File: src/rtl/flash_cmd_pkg.sv
// Shared types and opcode helpers for the flash-slave command sequencer.
package flash_cmd_pkg;

    typedef enum logic [2:0] {
        IDLE,
        OPCODE,
        ADDR,
        DATA,
        PEND
    } cmd_state_t;

    localparam logic [7:0] OP_READ = 8'h03;
    localparam logic [7:0] OP_PROG = 8'h02;
    localparam logic [7:0] OP_WREN = 8'h06;
    localparam logic [7:0] OP_RDSR = 8'h05;

    function automatic logic op_has_addr(input logic [7:0] opcode);
        return (opcode == OP_READ) || (opcode == OP_PROG);
    endfunction

    function automatic logic op_known(input logic [7:0] opcode);
        return op_has_addr(opcode) || (opcode == OP_WREN) || (opcode == OP_RDSR);
    endfunction

endpackage

File: src/rtl/flash_cmd_sequencer_packer.sv
// Edge-detects deserializer nibble pulses and pairs them (high nibble first) into bytes.
module nibble_byte_packer (
    input  logic       clk,
    input  logic       rst_n,
    input  logic       nib_pulse,
    input  logic [3:0] nib_data,
    input  logic       accept,
    output logic       byte_strobe,
    output logic [7:0] byte_val
);

    logic       pulse_q;
    logic       phase;
    logic [3:0] hi_nib;
    logic       nib_event;

    assign nib_event   = nib_pulse & ~pulse_q;
    assign byte_strobe = nib_event & accept & phase;
    assign byte_val    = {hi_nib, nib_data};

    // Dropping accept discards a half-collected byte so the next byte starts aligned.
    always_ff @(posedge clk or negedge rst_n) begin
        if (!rst_n) begin
            pulse_q <= 1'b0;
            phase   <= 1'b0;
            hi_nib  <= '0;
        end else begin
            pulse_q <= nib_pulse;
            if (!accept) begin
                phase <= 1'b0;
            end else if (nib_event) begin
                if (!phase) hi_nib <= nib_data;
                phase <= ~phase;
            end
        end
    end

endmodule

File: src/rtl/flash_cmd_sequencer.sv
// Collects opcode/address/data bytes from the SPI deserializer and presents them on a valid/ack handshake.
module flash_cmd_sequencer
    import flash_cmd_pkg::*;
#(
    parameter int unsigned ADDR_BYTES = 3
) (
    input  logic                    sck,
    input  logic                    ss,
    input  logic                    en,
    input  logic                    nib_pulse,
    input  logic [3:0]              nib_data,
    input  logic                    cmd_ack,
    output logic                    sipo_ready,
    output logic                    sipo_done,
    output logic                    cmd_valid,
    output logic [7:0]              cmd_opcode,
    output logic [8*ADDR_BYTES-1:0] cmd_addr,
    output logic [7:0]              cmd_data,
    output logic                    cmd_err
);

    localparam int unsigned ADDR_W = 8 * ADDR_BYTES;

    cmd_state_t state;
    cmd_state_t state_n;
    logic [3:0] byte_cnt;
    logic       accept;
    logic       byte_strobe;
    logic [7:0] byte_val;
    logic       bad_op;
    logic       addr_last;

    assign accept    = en && ((state == OPCODE) || (state == ADDR) || (state == DATA));
    assign bad_op    = (state == OPCODE) && byte_strobe && !op_known(byte_val);
    assign addr_last = (byte_cnt == 4'(ADDR_BYTES - 1));

    nibble_byte_packer u_packer (
        .clk        (sck),
        .rst_n      (ss),
        .nib_pulse  (nib_pulse),
        .nib_data   (nib_data),
        .accept     (accept),
        .byte_strobe(byte_strobe),
        .byte_val   (byte_val)
    );

    always_comb begin
        state_n = state;
        case (state)
            IDLE:   if (en) state_n = OPCODE;
            OPCODE: if (byte_strobe && op_known(byte_val))
                        state_n = op_has_addr(byte_val) ? ADDR : PEND;
            ADDR:   if (byte_strobe && addr_last)
                        state_n = (cmd_opcode == OP_PROG) ? DATA : PEND;
            DATA:   if (byte_strobe) state_n = PEND;
            PEND:   if (cmd_ack) state_n = OPCODE;
            default: state_n = IDLE;
        endcase
        if (!en) state_n = IDLE;
    end

    always_ff @(posedge sck or negedge ss) begin
        if (!ss) begin
            state      <= IDLE;
            byte_cnt   <= '0;
            sipo_ready <= 1'b0;
            sipo_done  <= 1'b0;
            cmd_valid  <= 1'b0;
            cmd_err    <= 1'b0;
            cmd_opcode <= '0;
            cmd_addr   <= '0;
            cmd_data   <= '0;
        end else begin
            state      <= state_n;
            sipo_ready <= (state_n != IDLE);
            sipo_done  <= (state_n == PEND);
            cmd_valid  <= (state_n == PEND);
            cmd_err    <= bad_op;

            if ((state_n != state) || bad_op) byte_cnt <= '0;
            else if (byte_strobe)             byte_cnt <= byte_cnt + 4'd1;

            // Abort and acknowledge both leave the fields zeroed for the next frame.
            if (!en || ((state == PEND) && cmd_ack)) begin
                cmd_opcode <= '0;
                cmd_addr   <= '0;
                cmd_data   <= '0;
            end else if (byte_strobe) begin
                case (state)
                    OPCODE:  if (op_known(byte_val)) cmd_opcode <= byte_val;
                    ADDR:    cmd_addr <= (cmd_addr << 8) | ADDR_W'(byte_val);
                    DATA:    cmd_data <= byte_val;
                    default: ;
                endcase
            end
        end
    end

endmodule

File: config.mk
export PLATFORM = sky130hd
export DESIGN_NAME = flash_cmd_sequencer
export DESIGN_NICKNAME = d
export VERILOG_FILES = /design/src/rtl/flash_cmd_pkg.sv /design/src/rtl/flash_cmd_sequencer_packer.sv /design/src/rtl/flash_cmd_sequencer.sv
export SDC_FILE = /design/constraint.sdc
export NUM_CORES = 1
export LEC_CHECK = 0
export CELL_PAD_IN_SITES_DETAIL_PLACEMENT = 1
export CELL_PAD_IN_SITES_GLOBAL_PLACEMENT = 1
export CORE_ASPECT_RATIO = 0.75
export CORE_UTILIZATION = 42
export CTS_CLUSTER_SIZE = 30
export DETAILED_ROUTE_END_ITERATION = 8
export PLACE_DENSITY = 0.93
export SLEW_MARGIN = 30
export SYNTH_ARGS = -nofsm -noshare
export SYNTH_HDL_FRONTEND = slang
export SYNTH_HIERARCHICAL = 1
export SYNTH_SLANG_ARGS = --single-unit
File: constraint.sdc
create_clock -name sck -period 3.35 [get_ports sck]
set_input_delay 0.5025 -clock sck [delete_from_list [all_inputs] [get_ports sck]]
set_output_delay 0.5025 -clock sck [all_outputs]
set_load 0.02 [all_outputs]
# Yosys cells after proc, flatten, opt, wreduce, memory -nomap -nowiden
# Cells that the tools add are included.
[word_totals] register_bits=56 in_bits=9 output_inout_bits=44 elab_cells=80
[classes] add_sub_neg=1 n_reduce_logical=27 mux=22 bitwise=6 eq_ne=13
[op_table] op="24-bit two-way mux" n=3
[op_table] op="8-bit two-way mux" n=7
[op_table] op="8-bit by 2-bit == test with 1-bit output (second input constant)" n=3
[op_table] op="24-bit by 8-bit OR with 24-bit output" n=1
[op_table] op="3-bit two-way mux" n=7
[op_table] op="8-bit by 3-bit == test with 1-bit output (second input constant)" n=2
[op_table] op="3-bit case mux with 5 select lines" n=1
[op_table] op="2-bit nonzero test" n=6
[op_table] op="4-bit two-way mux" n=2
[op_table] op="1-bit logical OR" n=7
[op_table] op="3-bit by 2-bit == test with 1-bit output (second input constant)" n=2
[op_table] op="3-bit == test (second input constant)" n=2
[op_table] op="1-bit logical AND" n=6
[op_table] op="3-bit AND reduction" n=2
[op_table] op="4-bit by 1-bit adder with 4-bit output (second input constant)" n=1
[op_table] op="4-bit by 2-bit == test with 1-bit output (second input constant)" n=1
[op_table] op="2-bit AND reduction" n=2
[op_table] op="1-bit AND" n=3
[op_table] op="3-bit by 1-bit == test with 1-bit output (second input constant)" n=1
[op_table] op="3-bit logical NOT" n=1
[op_table] op="3-bit inequality test" n=1
[op_table] op="3-bit nonzero test" n=1
[op_table] op="1-bit logical NOT" n=2
[op_table] op="1-bit two-way mux" n=2
[op_table] op="2 further kinds" n=3

# Longest topological paths before layout
[logic_depth] ltp_word=13 mapped_depth=10 ltp_nobuf=8

# By module
# Netlist, hierarchy kept.
[by_module_without_submodules] module="flash_cmd_sequencer" cells_per_inst=243 seq_area_each_um2=1251.2 area_per_inst_um2=2337.2 instances=1
[by_module_without_submodules] module="nibble_byte_packer" cells_per_inst=19 seq_area_each_um2=150.1 area_per_inst_um2=289.0 instances=1

# Least setup slack after synthesis
# No wires, ideal clock.
[synth_path] path_kind="flip-flop to flip-flop" startpoint="reg state[1]" endpoint="reg byte_cnt[0]" period_less_slack_ps=2292 setup_ps=101 path_buffers=2 path_stages_with_launch=11 slack_ps=1058 arrival_time_ps=2191 required_time_ps=3249 path_cell_list="dfrtp_1 > buf_2 > nor2_1 > nor2_1 > and3_2 > buf_2 > nor3b_1 > nand2_1 > a221oi_2 > o311ai_1 > nor4_1"
[synth_between] elab_chain_cells=13 elab_cells_between_ends=24 classes_between="eq/ne: 5; mux: 7; bitwise: 2; reduce/logical: 10"
[synth_lines] item="start: declaration" line="flash_cmd_sequencer.sv:24" rtl="cmd_state_t state;"
[synth_lines] item="start signal: assignment" line="flash_cmd_sequencer.sv:74" rtl="state <= state_n;"
[synth_lines] item="3-bit by 1-bit == test with 1-bit output or 3-bit by 2-bit == test with 1-bit output (tied branches)" line="flash_cmd_sequencer.sv:33" rtl="assign accept = en && ((state == OPCODE) || (state == ADDR) || (state == DATA));"
[synth_lines] item="1-bit logical OR" line="flash_cmd_sequencer.sv:33"
[synth_lines] item="1-bit logical OR (*)" line="flash_cmd_sequencer.sv:33"
[synth_lines] item="1-bit logical AND (*)" line="flash_cmd_sequencer.sv:33"
[synth_lines] item="via accept" line="flash_cmd_sequencer.sv:27" rtl="logic accept;"
[synth_lines] item="1-bit AND (*) (2 in a row)" line="flash_cmd_sequencer_packer.sv:18" rtl="assign byte_strobe = nib_event & accept & phase;"
[synth_lines] item="via byte_strobe" line="flash_cmd_sequencer.sv:28" rtl="logic byte_strobe;"
[synth_lines] item="1-bit logical AND, on equally long branches" line="flash_cmd_sequencer.sv:53, flash_cmd_sequencer.sv:51"
[synth_lines] item="3-bit two-way mux, on equally long branches" line="flash_cmd_sequencer.sv:53, flash_cmd_sequencer.sv:51"
[synth_lines] item="3-bit case mux with 5 select lines" line="flash_cmd_sequencer.sv:49" rtl="case (state)"
[synth_lines] item="3-bit two-way mux" line="flash_cmd_sequencer.sv:59" rtl="if (!en) state_n = IDLE;"
[synth_lines] item="3-bit inequality test" line="flash_cmd_sequencer.sv:80" rtl="if ((state_n != state) || bad_op) byte_cnt <= '0;"
[synth_lines] item="1-bit logical OR" line="flash_cmd_sequencer.sv:80"
[synth_lines] item="4-bit two-way mux or 2-bit nonzero test (tied branches)"
[synth_lines] item="end signal: assignment" line="flash_cmd_sequencer.sv:81" rtl="else if (byte_strobe) byte_cnt <= byte_cnt + 4'd1;"
[synth_lines] item="end: declaration" line="flash_cmd_sequencer.sv:26" rtl="logic [3:0] byte_cnt;"
# Mark *: on every way through the listed nets, which the timed path passes. The rest lies on a longest branch.
# A chain may end at the register's enable or synchronous reset.

# Worst setup path in the final report
[layout_path] startpoint="in en" endpoint="reg byte_cnt[0]"
[layout_between] elab_chain_cells=10 elab_cells_between_ends=16 classes_between="eq/ne: 1; mux: 6; bitwise: 2; reduce/logical: 7"
[layout_lines] item="start: declaration" line="flash_cmd_sequencer.sv:9" rtl="input logic en,"
[layout_lines] item="1-bit logical AND (*)" line="flash_cmd_sequencer.sv:33"
[layout_lines] item="via accept" line="flash_cmd_sequencer.sv:27"
[layout_lines] item="1-bit AND (*) (2 in a row)" line="flash_cmd_sequencer_packer.sv:18"
[layout_lines] item="via byte_strobe" line="flash_cmd_sequencer.sv:28"
[layout_lines] item="1-bit logical AND, on equally long branches" line="flash_cmd_sequencer.sv:53, flash_cmd_sequencer.sv:51"
[layout_lines] item="3-bit two-way mux, on equally long branches" line="flash_cmd_sequencer.sv:53, flash_cmd_sequencer.sv:51"
[layout_lines] item="3-bit case mux with 5 select lines" line="flash_cmd_sequencer.sv:49"
[layout_lines] item="3-bit two-way mux" line="flash_cmd_sequencer.sv:59"
[layout_lines] item="3-bit inequality test" line="flash_cmd_sequencer.sv:80"
[layout_lines] item="1-bit logical OR" line="flash_cmd_sequencer.sv:80"
[layout_lines] item="4-bit two-way mux or 2-bit nonzero test (tied branches)"
# Marks and branches as above.

==> reports/qor.txt <==
Status: finished clean
Fraction of layout instances using a drive strength above 1: 0.0942
Max Fclk: 325 MHz
Slew Limit Fails: 0
Synth Cell Area: 0.00263 mm2
Num ports: 53
Global-route wire length before repair: 10.8 mm
Reg-to-reg slack, setup: 0.34 ns
Distinct cells, synth: 48
Max H-tree Level: 2
Worst-Skew Late Latency: 0.31 ns
Cts bufs inserted: 5
Placed Instances: 378
CTS Hold Bufs: 0
PortBufs: 52
Crit share post-route: 0.919
Critical path origin: en
Detail Route Antenna Nets: 0
Via density: 5.36
Die Y-Extent: 70.5 um
Antenna Cells: 0
Synth top area share: 0.534
Required time worst endpoint: 3.53 ns
Clock Tree Buf Depth: 2
Hold slack: 0.293 ns
CTS root buffer: clkbuf_8
Detailed-route DRC error count: 0
Worst Max-Slew Pin Slew: 0.836 ns
Crit path launch type: input pin
Number of global-route vias before repair: 2129
Critical path capture point type: flip-flop
Synth Area in Compound Gates: 0.122
Initial core utilization: 0.444
Routed len/inst: 16.6 um
Largest family of logic cells by synthesized area: simple AND/OR/NAND/NOR gates
Core Util, Final: 0.550
Simple-Gate Fraction of Synth Area: 0.236
Wirelength, routed: 6.41 mm
Clock transition at the registers of the reported paths: 0.09 ns
Final Hold Viols: 0
Area Overhead vs Synth: 24.0%
Crit Path Class: in2reg
Min cycle time layout: 3.08 ns
Drt pass-1 iters: 4
Vias: 2070
Place WS: -0.0367 ns
Worst min path class: in2async
Leak pwr: 1.32 nW
Critical Path AT: 3.26 ns
Total GRT Usage: 0.212
Clock sink count: 56
Die X-Extent: 93.3 um
GPL Wtd Cong: 0.888
Largest net degree at the start of global routing: 38
Cells after Synth: 262
Post-route insts no fill: 386
Row cnt: 24
1st-iter DRT viols: 177
Initial antenna violation count: 0
Critical R2R Launch: state[1]
Area of the die: 0.00658 mm2
GRT overflow: 0
Post-CTS Setup Inserts: 0
Design Area, Final: 0.00326 mm2
RSZ-0062 raised after global routing: false
Synth area leaders: dfrtp_1 (53%), nand2_1 (10%), a21oi_1 (7.1%)
Register area share after synthesis: 0.534
Most frequent cells after synthesis: nand2_1 (71), dfrtp_1 (56), a21oi_1 (37)
CTS tree: yes
Pwr per Cell Area: 359 mW/mm2
Core area: 0.00592 mm2
Area after DPL: 0.00317 mm2
Mean post-synth cell area: 10.0 um2
Mux share of post-synthesis cell area: 0.0343
Most common cell in the netlist: nand2_1
FFs w/ async S/R, synth: 1.00
Yosys warning total: 6
Final setup violation count: 0
Max-Cap Viols: 0
Relative slew slack: 0.443
Synth area leader: dfrtp_1
Maximum VDD drop: 0.146 mV
Number of synthesized flops with an enable pin: 0
Net Count, Synth: 273
Setup_tns: 0 ns
DP HPWL: 4.68 mm
Crit-path max FO: 13
Clock Skew: 0.0143 ns
Post-CTS resize count: 0
Adder-cell area share of the yosys netlist: 0.00953
#FFs+latches synth: 56
Final Net Count: 318
Post-Synth XOR/XNOR Area: 0.0167
Total power: 1.17 mW
Ys flop type: dfrtp_1
Setup ws final: 0.272 ns
==> per-layer routing <==
metal / routed length (um) / vias up / global-route usage
met5: 0 / - / 0
met4: 44 / 0 / 0.0462
met3: 269 / 4 / 0.0359
met2: 3030 / 63 / 0.343
met1: 3070 / 1025 / 0.300
li1: - / 978 / -
==> flip-flops by register name (all words and copies together), names as in the netlist <==
signal and flops:
byte_cnt 4, cmd_addr 24, cmd_data 8, cmd_err 1, cmd_opcode 8, cmd_valid 1
sipo_ready 1, state 3, u_packer/hi_nib 4, u_packer/phase 1, u_packer/pulse_q 1
==> where the power goes <==
part / total, mW / internal (mW) / switching (mW)
clock network: 0.359 / 0.150 / 0.209
logic: 0.0956 / 0.0451 / 0.0505
registers: 0.712 / 0.691 / 0.0216
total: 1.17 / 0.886 / 0.282
==> layout make-up <==
class | count | area, um2
Inverter | 5 | 18.8
Timing Repair Buffer | 56 | 546
Fill cell | 675 | 2660
Tap cell | 78 | 97.6
Clock buffer | 7 | 76.3
Clock inverter | 1 | 8.76
Multi-Input combinational cell | 183 | 1110
Sequential cell | 56 | 1400
==> final timing paths <==
check                          endpoint  cells past startpoint
hold / removal              cmd_data[2]                      1
setup / recovery            byte_cnt[0]                      9
hold reg to reg             cmd_data[3]                      2
setup reg to reg            byte_cnt[0]                      8
min in group sck            cmd_data[3]                      2
max in group asynchronous  cmd_addr[15]                      2
==> worst max-delay path, stage by stage <==
cell and delay [ns]:
clkdlybuf4s50_1 0.65, nand2b_4 0.10, nor2_1 0.16, and3_2 0.35
nor4bb_1 0.54, and2_1 0.27, a221oi_2 0.11, o21a_1 0.24
nor4_1 0.33
==> cells by family (layout without fill, tap and decap cells) <==
kind of cell	Yosys count	after routing
AND/OR/NAND/NOR	118	118
flip-flops	56	56
AO/OA/AOI/OAI	51	51
buffers and inverters	23	69
multiplexers	7	7
XOR/XNOR	5	5
adder cells (fa/ha/maj)	2	2
==> placed cells by master (no fill, tap or decap), types with 2 or more instances in the layout <==
| master | instances |
|---|---|
| nor2_1 | 5 |
| ha_1 | 2 |
| clkbuf_1 | 2 |
| nor4bb_1 | 2 |
| nand2_1 | 71 |
| buf_4 | 4 |
| clkdlybuf4s50_1 | 51 |
| a21oi_1 | 37 |
| nand3b_1 | 2 |
| inv_1 | 5 |
| clkbuf_8 | 5 |
| nor3b_1 | 2 |
| mux2_4 | 4 |
| a221oi_2 | 2 |
| xor2_1 | 4 |
| nor2b_1 | 2 |
| nand2b_1 | 3 |
| mux2i_1 | 3 |
| dfrtp_1 | 56 |
| and2_1 | 11 |
| nor4_1 | 6 |
Power figures use the tool's default switching activity.
